[src/rtl/iq_pkg.sv]
// Shared types and defaults for the IQ sample packer.
package iq_pkg;

    localparam int IQ_IN_W   = 12;
    localparam int IQ_HALF_W = 16;

    typedef struct packed {
        logic [IQ_HALF_W-1:0] q;
        logic [IQ_HALF_W-1:0] i;
    } iq_pair_t;

    typedef enum logic {
        PH_I = 1'b0,
        PH_Q = 1'b1
    } phase_e;

endpackage

[src/rtl/iq_buf_fifo.sv]
// Small synchronous FIFO with wrap-bit pointers; read data is the registered
// entry at the read pointer, so the output has no path from din.
module iq_buf_fifo #(
    parameter int W     = 33,
    parameter int DEPTH = 4
) (
    input  logic         clk,
    input  logic         rst_n,
    input  logic         push,
    input  logic         pop,
    input  logic [W-1:0] din,
    output logic [W-1:0] dout,
    output logic         full,
    output logic         empty
);

    localparam int AW = $clog2(DEPTH);

    logic [W-1:0] mem_q [DEPTH];
    logic [AW:0]  wr_ptr_q;
    logic [AW:0]  rd_ptr_q;
    logic         do_push;
    logic         do_pop;

    assign empty   = (wr_ptr_q == rd_ptr_q);
    assign full    = (wr_ptr_q[AW] != rd_ptr_q[AW]) &&
                     (wr_ptr_q[AW-1:0] == rd_ptr_q[AW-1:0]);
    assign do_pop  = pop && !empty;
    assign do_push = push && (!full || do_pop);
    assign dout    = mem_q[rd_ptr_q[AW-1:0]];

    // NOTE: sequential state uses non-blocking (<=) so every register samples
    // pre-edge values, regardless of block ordering.
    always_ff @(posedge clk) begin
        if (!rst_n) begin
            wr_ptr_q <= '0;
            rd_ptr_q <= '0;
        end else begin
            if (do_push) wr_ptr_q <= wr_ptr_q + 1'b1;
            if (do_pop)  rd_ptr_q <= rd_ptr_q + 1'b1;
        end
    end

    // NOTE: storage is deliberately not reset; entries are only visible once
    // the pointers say so, and a resettable array costs a flop per bit.
    always_ff @(posedge clk) begin
        if (do_push) mem_q[wr_ptr_q[AW-1:0]] <= din;
    end

endmodule

[src/rtl/iq_packer.sv]
// Pairs a non-stallable I,Q sample stream into sign-extended {Q,I} words,
// frames them with tlast and drops whole pairs when the output buffer overruns.
module iq_packer
    import iq_pkg::*;
#(
    parameter int IN_W      = IQ_IN_W,
    parameter int HALF_W    = IQ_HALF_W,
    parameter int FRAME_LEN = 256,
    parameter int BUF_DEPTH = 4
) (
    input  logic                clk,
    input  logic                rst_n,
    input  logic                s_valid,
    input  logic [IN_W-1:0]     s_data,
    input  logic                en,
    input  logic                resync,
    output logic [2*HALF_W-1:0] m_axis_tdata,
    output logic                m_axis_tvalid,
    input  logic                m_axis_tready,
    output logic                m_axis_tlast,
    output logic                overflow,
    output logic [15:0]         drop_cnt
);

    localparam int PW   = 2 * HALF_W;
    localparam int FC_W = (FRAME_LEN > 1) ? $clog2(FRAME_LEN) : 1;

    function automatic logic [HALF_W-1:0] sext(input logic [IN_W-1:0] x);
        return HALF_W'($signed(x));
    endfunction

    phase_e          phase_q, phase_d;
    logic [IN_W-1:0] i_q, i_d;
    logic            pair_vld_q, pair_vld_d;
    logic [PW-1:0]   pair_q, pair_d;
    logic [FC_W-1:0] frm_cnt_q, frm_cnt_d;
    logic            overflow_q, overflow_d;
    logic [15:0]     drop_cnt_q, drop_cnt_d;

    logic            valid_word;
    logic            buf_full, buf_empty, pop, push_ok, drop, tlast_in;
    logic [PW:0]     buf_dout;

    assign valid_word = s_valid && en;
    assign pop        = m_axis_tvalid && m_axis_tready;
    assign push_ok    = pair_vld_q && (!buf_full || pop);
    assign drop       = pair_vld_q && !push_ok;
    assign tlast_in   = (frm_cnt_q == FC_W'(FRAME_LEN - 1));

    always_ff @(posedge clk) begin
        if (!rst_n) begin
            phase_q    <= PH_I;
            i_q        <= '0;
            pair_vld_q <= 1'b0;
            pair_q     <= '0;
            frm_cnt_q  <= '0;
            overflow_q <= 1'b0;
            drop_cnt_q <= '0;
        end else begin
            phase_q    <= phase_d;
            i_q        <= i_d;
            pair_vld_q <= pair_vld_d;
            pair_q     <= pair_d;
            frm_cnt_q  <= frm_cnt_d;
            overflow_q <= overflow_d;
            drop_cnt_q <= drop_cnt_d;
        end
    end

    // NOTE: every output of this block gets a default first so no path
    // leaves a signal unassigned and infers a latch.
    always_comb begin
        phase_d    = phase_q;
        i_d        = i_q;
        pair_vld_d = 1'b0;
        pair_d     = pair_q;
        frm_cnt_d  = frm_cnt_q;
        overflow_d = overflow_q;
        drop_cnt_d = drop_cnt_q;

        // resync alone re-arms for I; with a word present that word is the I.
        if (resync) phase_d = PH_I;
        if (valid_word) begin
            if (resync || phase_q == PH_I) begin
                i_d     = s_data;
                phase_d = PH_Q;
            end else begin
                pair_vld_d = 1'b1;
                pair_d     = {sext(s_data), sext(i_q)};
                phase_d    = PH_I;
            end
        end

        if (push_ok) frm_cnt_d = tlast_in ? '0 : frm_cnt_q + 1'b1;

        if (drop) begin
            overflow_d = 1'b1;
            if (drop_cnt_q != 16'hFFFF) drop_cnt_d = drop_cnt_q + 16'd1;
        end
    end

    iq_buf_fifo #(
        .W     (PW + 1),
        .DEPTH (BUF_DEPTH)
    ) u_buf (
        .clk   (clk),
        .rst_n (rst_n),
        .push  (push_ok),
        .pop   (pop),
        .din   ({tlast_in, pair_q}),
        .dout  (buf_dout),
        .full  (buf_full),
        .empty (buf_empty)
    );

    // Gate with empty so stale storage never shows on the bus.
    assign m_axis_tvalid = !buf_empty;
    assign m_axis_tdata  = buf_empty ? '0 : buf_dout[PW-1:0];
    assign m_axis_tlast  = !buf_empty && buf_dout[PW];
    assign overflow      = overflow_q;
    assign drop_cnt      = drop_cnt_q;

endmodule

[config.mk]
export PLATFORM = sky130hd
export DESIGN_NAME = iq_packer
export DESIGN_NICKNAME = d
export VERILOG_FILES = /design/src/rtl/iq_pkg.sv /design/src/rtl/iq_buf_fifo.sv /design/src/rtl/iq_packer.sv
export SDC_FILE = /design/constraint.sdc
export NUM_CORES = 1
export LEC_CHECK = 0
export ABC_AREA = 1
export BUFFER_PORTS_ARGS = -buffer_cell sky130_fd_sc_hd__buf_2
export CAP_MARGIN = 20
export CORE_UTILIZATION = 40
export DETAILED_ROUTE_END_ITERATION = 16
export GPL_ROUTABILITY_DRIVEN = 0
export SYNTH_ARGS = -nofsm -noshare
export SYNTH_HDL_FRONTEND = slang
export SYNTH_SLANG_ARGS = --single-unit
[constraint.sdc]
create_clock -name clk -period 3 [get_ports clk]
set_input_delay 0 -clock clk [delete_from_list [all_inputs] [get_ports clk]]
set_output_delay 0 -clock clk [all_outputs]
set_load 0.01 [all_outputs]
## Word-level counts from Yosys, hierarchy flattened

Memories as Yosys holds them, arrays and structs flattened. A register that Yosys moved wholly into a read port is not among the register bits.
Cells that the tools add are included.

- Add/subtract/negate cells: 4
- Reductions and logical operators: 19
- Bitwise logic cells: 2
- Mux-type cells: 10
- Eq/ne operators: 5

Operator list:

| cell | number |
|---|---|
| 2-to-1 mux 32 bit | 1 |
| adder 16 x 1 -> 16 bit (second input constant) | 1 |
| != test 16 bit (second input constant) | 1 |
| adder 8 x 1 -> 8 bit (second input constant) | 1 |
| equality test 8 bit (second input constant) | 1 |
| logical AND 1 bit | 8 |
| 2-to-1 mux 8 bit | 1 |
| AND reduction 2 bit | 4 |
| adder 3 x 1 -> 3 bit (second input constant) | 2 |
| 2-to-1 mux 1 bit | 6 |
| 2-to-1 mux 2 bit | 2 |
| equality test 3 bit | 1 |
| zero test 1 bit | 3 |
| logical OR 1 bit | 3 |
| equality test 2 bit | 1 |
| NOT 1 bit | 2 |
| nonzero test 2 bit | 1 |
| != test 1 bit | 1 |

- Bits in writable memories: 132
- Word-level logic and storage cells: 50
- Output and inout port bits: 51
- Memories: 1
- Flip-flop bits (word level): 73
- Input bits: 18

Memory list:

| memory | depth | bits a word | rd ports | clocked after Yosys merged registers in | write ports | line | source |
|---|---|---|---|---|---|---|---|
| u_buf.mem_q | 4 | 33 | 1 | 1 | 1 | iq_buf_fifo.sv:19 | `logic [W-1:0] mem_q [DEPTH];` |

## Depth between registers and ports, before layout

- Depth in word-level cells: 8
- Mapped depth: 11
- Depth with buffers taken out: 10

## Cells and area by module

A second synthesis with hierarchy kept.

- Cell total of the unflattened synthesis: 837
- Area total of the unflattened synthesis: 8415.6 sq um

By module, submodules not included:

| module | instances | cells an instance | seq. area each (sq um) | area an instance (sq um) |
|---|---|---|---|---|
| iq_buf_fifo | 1 | 385 | 4124.0 | 5318.9 |
| iq_packer | 1 | 452 | 1261.2 | 3096.7 |

## Least setup slack after synthesis

Ideal clock, no wire load.

- Path kind: reg2reg
- From: register u_buf.wr_ptr_q[0]
- To: memory u_buf.mem_q[3][0], enable pin
- Period minus slack after synthesis: 2392 ps
- Library setup time: 408 ps
- Path buffers: 1
- Cell stages (with the launch flop): 9
- Setup slack: 608 ps
- Required time: 2592 ps
- Data arrival time: 1984 ps
- Path through: dfxtp_1 > inv_2 > nand2_1 > nand2_1 > nor2_2 > nand2_1 > nand2_1 > buf_4 > nor2_1

- Cells in the longest elaborated chain, start to end: 8
- Elaborated cells on any way between the ends: 13
- Classes of those cells: eq/ne (2); mux (2); reduce/logical (9)

Ends and longest elaborated chain:

| element | line | source |
|---|---|---|
| start: declaration | iq_buf_fifo.sv:20 | `logic [AW:0] wr_ptr_q;` |
| start signal: assignment | iq_buf_fifo.sv:39 | `if (do_push) wr_ptr_q <= wr_ptr_q + 1'b1;` |
| equality test 3 bit or equality test 2 bit (tied branches) | iq_buf_fifo.sv:25, iq_buf_fifo.sv:27 |  |
| zero test 1 bit or logical AND 1 bit (tied branches) | iq_buf_fifo.sv:28, iq_packer.sv:117, iq_buf_fifo.sv:26 |  |
| logical AND 1 bit or zero test 1 bit (tied branches) | iq_packer.sv:45, iq_buf_fifo.sv:29, iq_packer.sv:46 |  |
| logical OR 1 bit or logical AND 1 bit (tied branches) | iq_packer.sv:46, iq_buf_fifo.sv:28 |  |
| logical AND 1 bit or logical OR 1 bit (tied branches) | iq_packer.sv:46, iq_buf_fifo.sv:29 |  |
| logical AND 1 bit | iq_buf_fifo.sv:29 | `assign do_push = push && (!full \|\| do_pop);` |
| 2-to-1 mux 1 bit | iq_buf_fifo.sv:47 | `if (do_push) mem_q[wr_ptr_q[AW-1:0]] <= din;` |
| 2-to-1 mux 1 bit (implied by the code) | iq_buf_fifo.sv:47 |  |
| end: declaration | iq_buf_fifo.sv:19 |  |

Parallel ways exist; a longest one is shown, timed or not.

## Worst setup path in the final report

- From: register u_buf.wr_ptr_q[0]
- To: memory u_buf.mem_q[2][3], enable pin

The elaborated chain is that of the path after synthesis.

==> out/metrics.sh <==
PATH_CELLS='inv_2, nand2_1, nand2_1, nor2_2, nand2_1, nand2_1, nor2_2, buf_4'
OVERALL_TRACK_DEMAND_OVER_CAPACITY_IN_GLOBAL_ROUTING=0.165
TNS_SETUP_PS=0
PLACED_AREA_UM2=7600
PINS_OVER_THEIR_SLEW_LIMIT=0
CRITICAL-PATH-TOP-CELL-BY-COUNT='sky130_fd_sc_hd__nand2_1'
PRE_CTS_SLACK_PS=871
CRITICAL_PATH_CLASS='register to register'
CORE_AREA_UM2=17400
ROUTEDWLPERCELL_UM=13.5
CTS.HTREE.LEVELS=4
CP.REQUIRED_PS=3080
FIN_TOTAL_PWR_mW=5.03
GRT_FIRST_PASS_WIRELENGTH_MM=23.1
NUMBER_OF_WARNING_MESSAGES_IN_THE_YOSYS_LOG=0
DRT-INITIAL-DRC-COUNT=328
SYNTH-SEQ-AREA-SHARE=0.622
SETUP-VIOLATIONS-FINAL=0
GRT_MAX_DEGREE=51
GRT_SETUP_UNREPAIRED='no'
TIMING.CRITICAL_PATH.SLOWEST_STAGE_CELL='sky130_fd_sc_hd__nand2_1'
POSTLAYOUTSETUPSLACKWORST_PS=892
CLK_PIN_SLEW_PS=70
HOLD_VIOLATIONS=0
CLOCK_LATENCY_PS=420
UTILIZATION=0.480
ACHIEVABLE-FREQUENCY_MHz=474
DRT.ANTENNA.VIOLATING_NETS=0
CELLPOWERDENSITY_nW_PER_UM2=604
MIN_PERIOD_OVER_PERIOD=0.703
PLACEMENT.IO_BUFFERS=68
CP_SLOWEST_STAGE_DELAY_PS=420
CTS_MADE_BUFFERS=17
PERIOD_NEEDED_PS=2110
FIN_WORST_SKEW_PS=6.80
TRITONCTS='yes'
WORST_SLEW_PIN_SLEW_PS=944
FP-ROW-COUNT=48
RUN_STATUS='completed'
NUM_ANTENNA_CELLS=0
ROUTE.FINAL.WIRE_LENGTH_MM=14.3
NUMBER_OF_NETS_AT_THE_END_OF_THE_FLOW=845
GRT_OVERFLOW=0
YS_SEQ_ELEMENTS=171
DIE_W_UM=135
CLK_BUF_DEPTH=2
FLOORPLAN.INITIALDENSITY=0.410
POSTSYNTHCELLCOUNT=751
TIMING.CRITICAL_PATH.ARRIVAL_PS=2190
TOP_LEVEL_PORTS=69
DRIVE_GT1_FRAC=0.148
GRT_ANTENNA_BEFORE_REPAIR=0
ROUTE.VIAS.TOTAL=5115
STATIC-LEAKAGE-POWER_nW=3.65
FINISH.INSTANCE_AREA_UM2=8330
CTS_NUM_SINKS=171
DRT_FIRST_PASS_ITERS=5
WORST-PATH-MAX-FANOUT=25
MAPPEDNETLISTAREA_UM2=7120
SYNTH_AREA_PER_CELL_UM2=9.47
PEAKVDDDROP_uV=415
WORSTSETUPENDPOINTTYPE='register'
MAX-CAP-VIOLATIONS=0
CLOCKROOTBUFFER='sky130_fd_sc_hd__clkbuf_16'
AVGVIACOUNTPERCELL=4.83
MAX-SLEW-MARGIN-REL=0.368
POST_SYNTH_NUM_CELL_TYPES=31
FP.DIEAREA_UM2=18300
HOLD_CLASS='input port to register'
AREA.GROWTH.SYNTH_TO_FINAL_PCT=17.1
DIE_H_UM=135
SYNTH.NET_COUNT=776
DPL.HPWL_MM=9.03
VIAS_IN_THE_FIRST_GLOBAL_ROUTE=4601
CP-START-KIND='register'
DRCVIOLATIONCOUNT=0
## cells by family (layout without fill, tap and decap cells)
logic type / Yosys count / after routing / synth area share
AO/OA/AOI/OAI: 129 / 129 / 0.105
XOR/XNOR: 11 / 11 / 0.0135
adder cells (fa/ha/maj): 7 / 7 / 0.0123
buffers and inverters: 121 / 203 / 0.0702
flip-flops: 171 / 171 / 0.622
AND/OR/NAND/NOR: 312 / 312 / 0.178
## layout make-up
type	count	area [um2]
Sequential cell	171	4420
Multi-Input combinational cell	459	2200
Timing Repair Buffer	92	561
Tap cell	225	282
Clock inverter	14	139
Inverter	79	297
Clock buffer	18	429
Fill cell	1627	9020
## cell usage in the layout, fill, tap and decap left out, types with 5 or more instances in the layout
cell / synthesis / final
sky130_fd_sc_hd__a21oi_1: 38 / 38
sky130_fd_sc_hd__buf_2: 3 / 68
sky130_fd_sc_hd__buf_4: 9 / 8
sky130_fd_sc_hd__clkbuf_16: 0 / 17
sky130_fd_sc_hd__dfxtp_1: 71 / 71
sky130_fd_sc_hd__dlygate4sd3_1: 0 / 16
sky130_fd_sc_hd__edfxtp_1: 100 / 100
sky130_fd_sc_hd__ha_1: 7 / 7
sky130_fd_sc_hd__inv_1: 71 / 71
sky130_fd_sc_hd__inv_2: 7 / 7
sky130_fd_sc_hd__nand2_1: 145 / 145
sky130_fd_sc_hd__nand3_1: 37 / 37
sky130_fd_sc_hd__nor2_1: 117 / 113
sky130_fd_sc_hd__nor2_2: 2 / 6
sky130_fd_sc_hd__o21ai_0: 58 / 58
sky130_fd_sc_hd__o21ai_1: 6 / 6
sky130_fd_sc_hd__o32ai_1: 25 / 25
sky130_fd_sc_hd__xnor2_1: 6 / 6
sky130_fd_sc_hd__xor2_1: 5 / 5
## sequential cells by signal, indices dropped and copies added, names as in the netlist, 3 cells and up, named ones only
register	flops
drop_cnt	16
i_q	12
u_buf.wr_ptr_q	3
pair_q	24
u_buf.mem_q	100
u_buf.rd_ptr_q	3
frm_cnt_q	8
## metal layers
| metal | track usage | share of wire | up-vias |
|---|---|---|---|
| li1 | - | - | 2632 |
| met5 | 0 | 0 | - |
| met1 | 0.232 | 0.50 | 2363 |
| met2 | 0.245 | 0.44 | 109 |
| met3 | 0.0468 | 0.049 | 11 |
| met4 | 0.0524 | 0.011 | 0 |
## worst max-delay path, delay by kind of cell (launching register included)
kind | cells | cell delay [ps]
and+or+nand+nor | 6 | 910
DFF | 1 | 360
buffers and inverters | 2 | 490
## worst paths after layout
kind / start / endpoint / slack (ps) / depth (start not counted)
setup / recovery: u_buf.wr_ptr_q[0]$_SDFFE_PN0P_ / u_buf.mem_q[2][3]$_DFFE_PP_ / 890 / 8
hold / removal: en / i_q[11]$_SDFFE_PN0P_ / 200 / 4
setup reg to reg: u_buf.wr_ptr_q[0]$_SDFFE_PN0P_ / u_buf.mem_q[2][3]$_DFFE_PP_ / 890 / 8
hold reg to reg: i_q[2]$_SDFFE_PN0P_ / pair_q[2]$_SDFFE_PN0P_ / 440 / 2
## synth_stat cells (all sizes together)
master	count	area share
a21oi	38	0.027
buf	16	0.015
clkbuf	26	0.014
clkinv	1	0.00053
dfxtp	71	0.20
edfxtp	100	0.42
ha	7	0.012
inv	78	0.041
nand2	146	0.077
nand3	39	0.029
nand3b	2	0.0021
nand4	2	0.0018
nor2	120	0.065
nor3	1	0.00070
o21a	1	0.0011
o21ai	64	0.045
o21bai	1	0.0011
o32ai	25	0.031
or2	2	0.0018
xnor2	6	0.0074
xor2	5	0.0062
## per-stage QoR
| step | instances | hold WS, ps |
|---|---|---|
| after global routing | 1058 | 264 |
| after detailed placement | 1010 | 215 |
| after global placement | 1010 | 217 |
| after floorplan | 751 | 103 |
| after CTS | 1058 | 190 |
| final | 1058 | 198 |
## repair_timing
item / CTS / global route
buffers inserted: 0 / 0
hold buffers: 16 / 0
gates resized for setup: 0 / 0
setup endpoints to repair: 0 / 0
hold endpoints to repair: 36 / 0
## where the power goes
group / internal (mW) / switching, mW / total, mW
Sequential: 2.48 / 0.0151 / 2.50
Clock: 1.16 / 0.922 / 2.09
Combinational: 0.158 / 0.293 / 0.450
Total: 3.80 / 1.23 / 5.03
No activity file was read; power rests on OpenSTA's default activity.
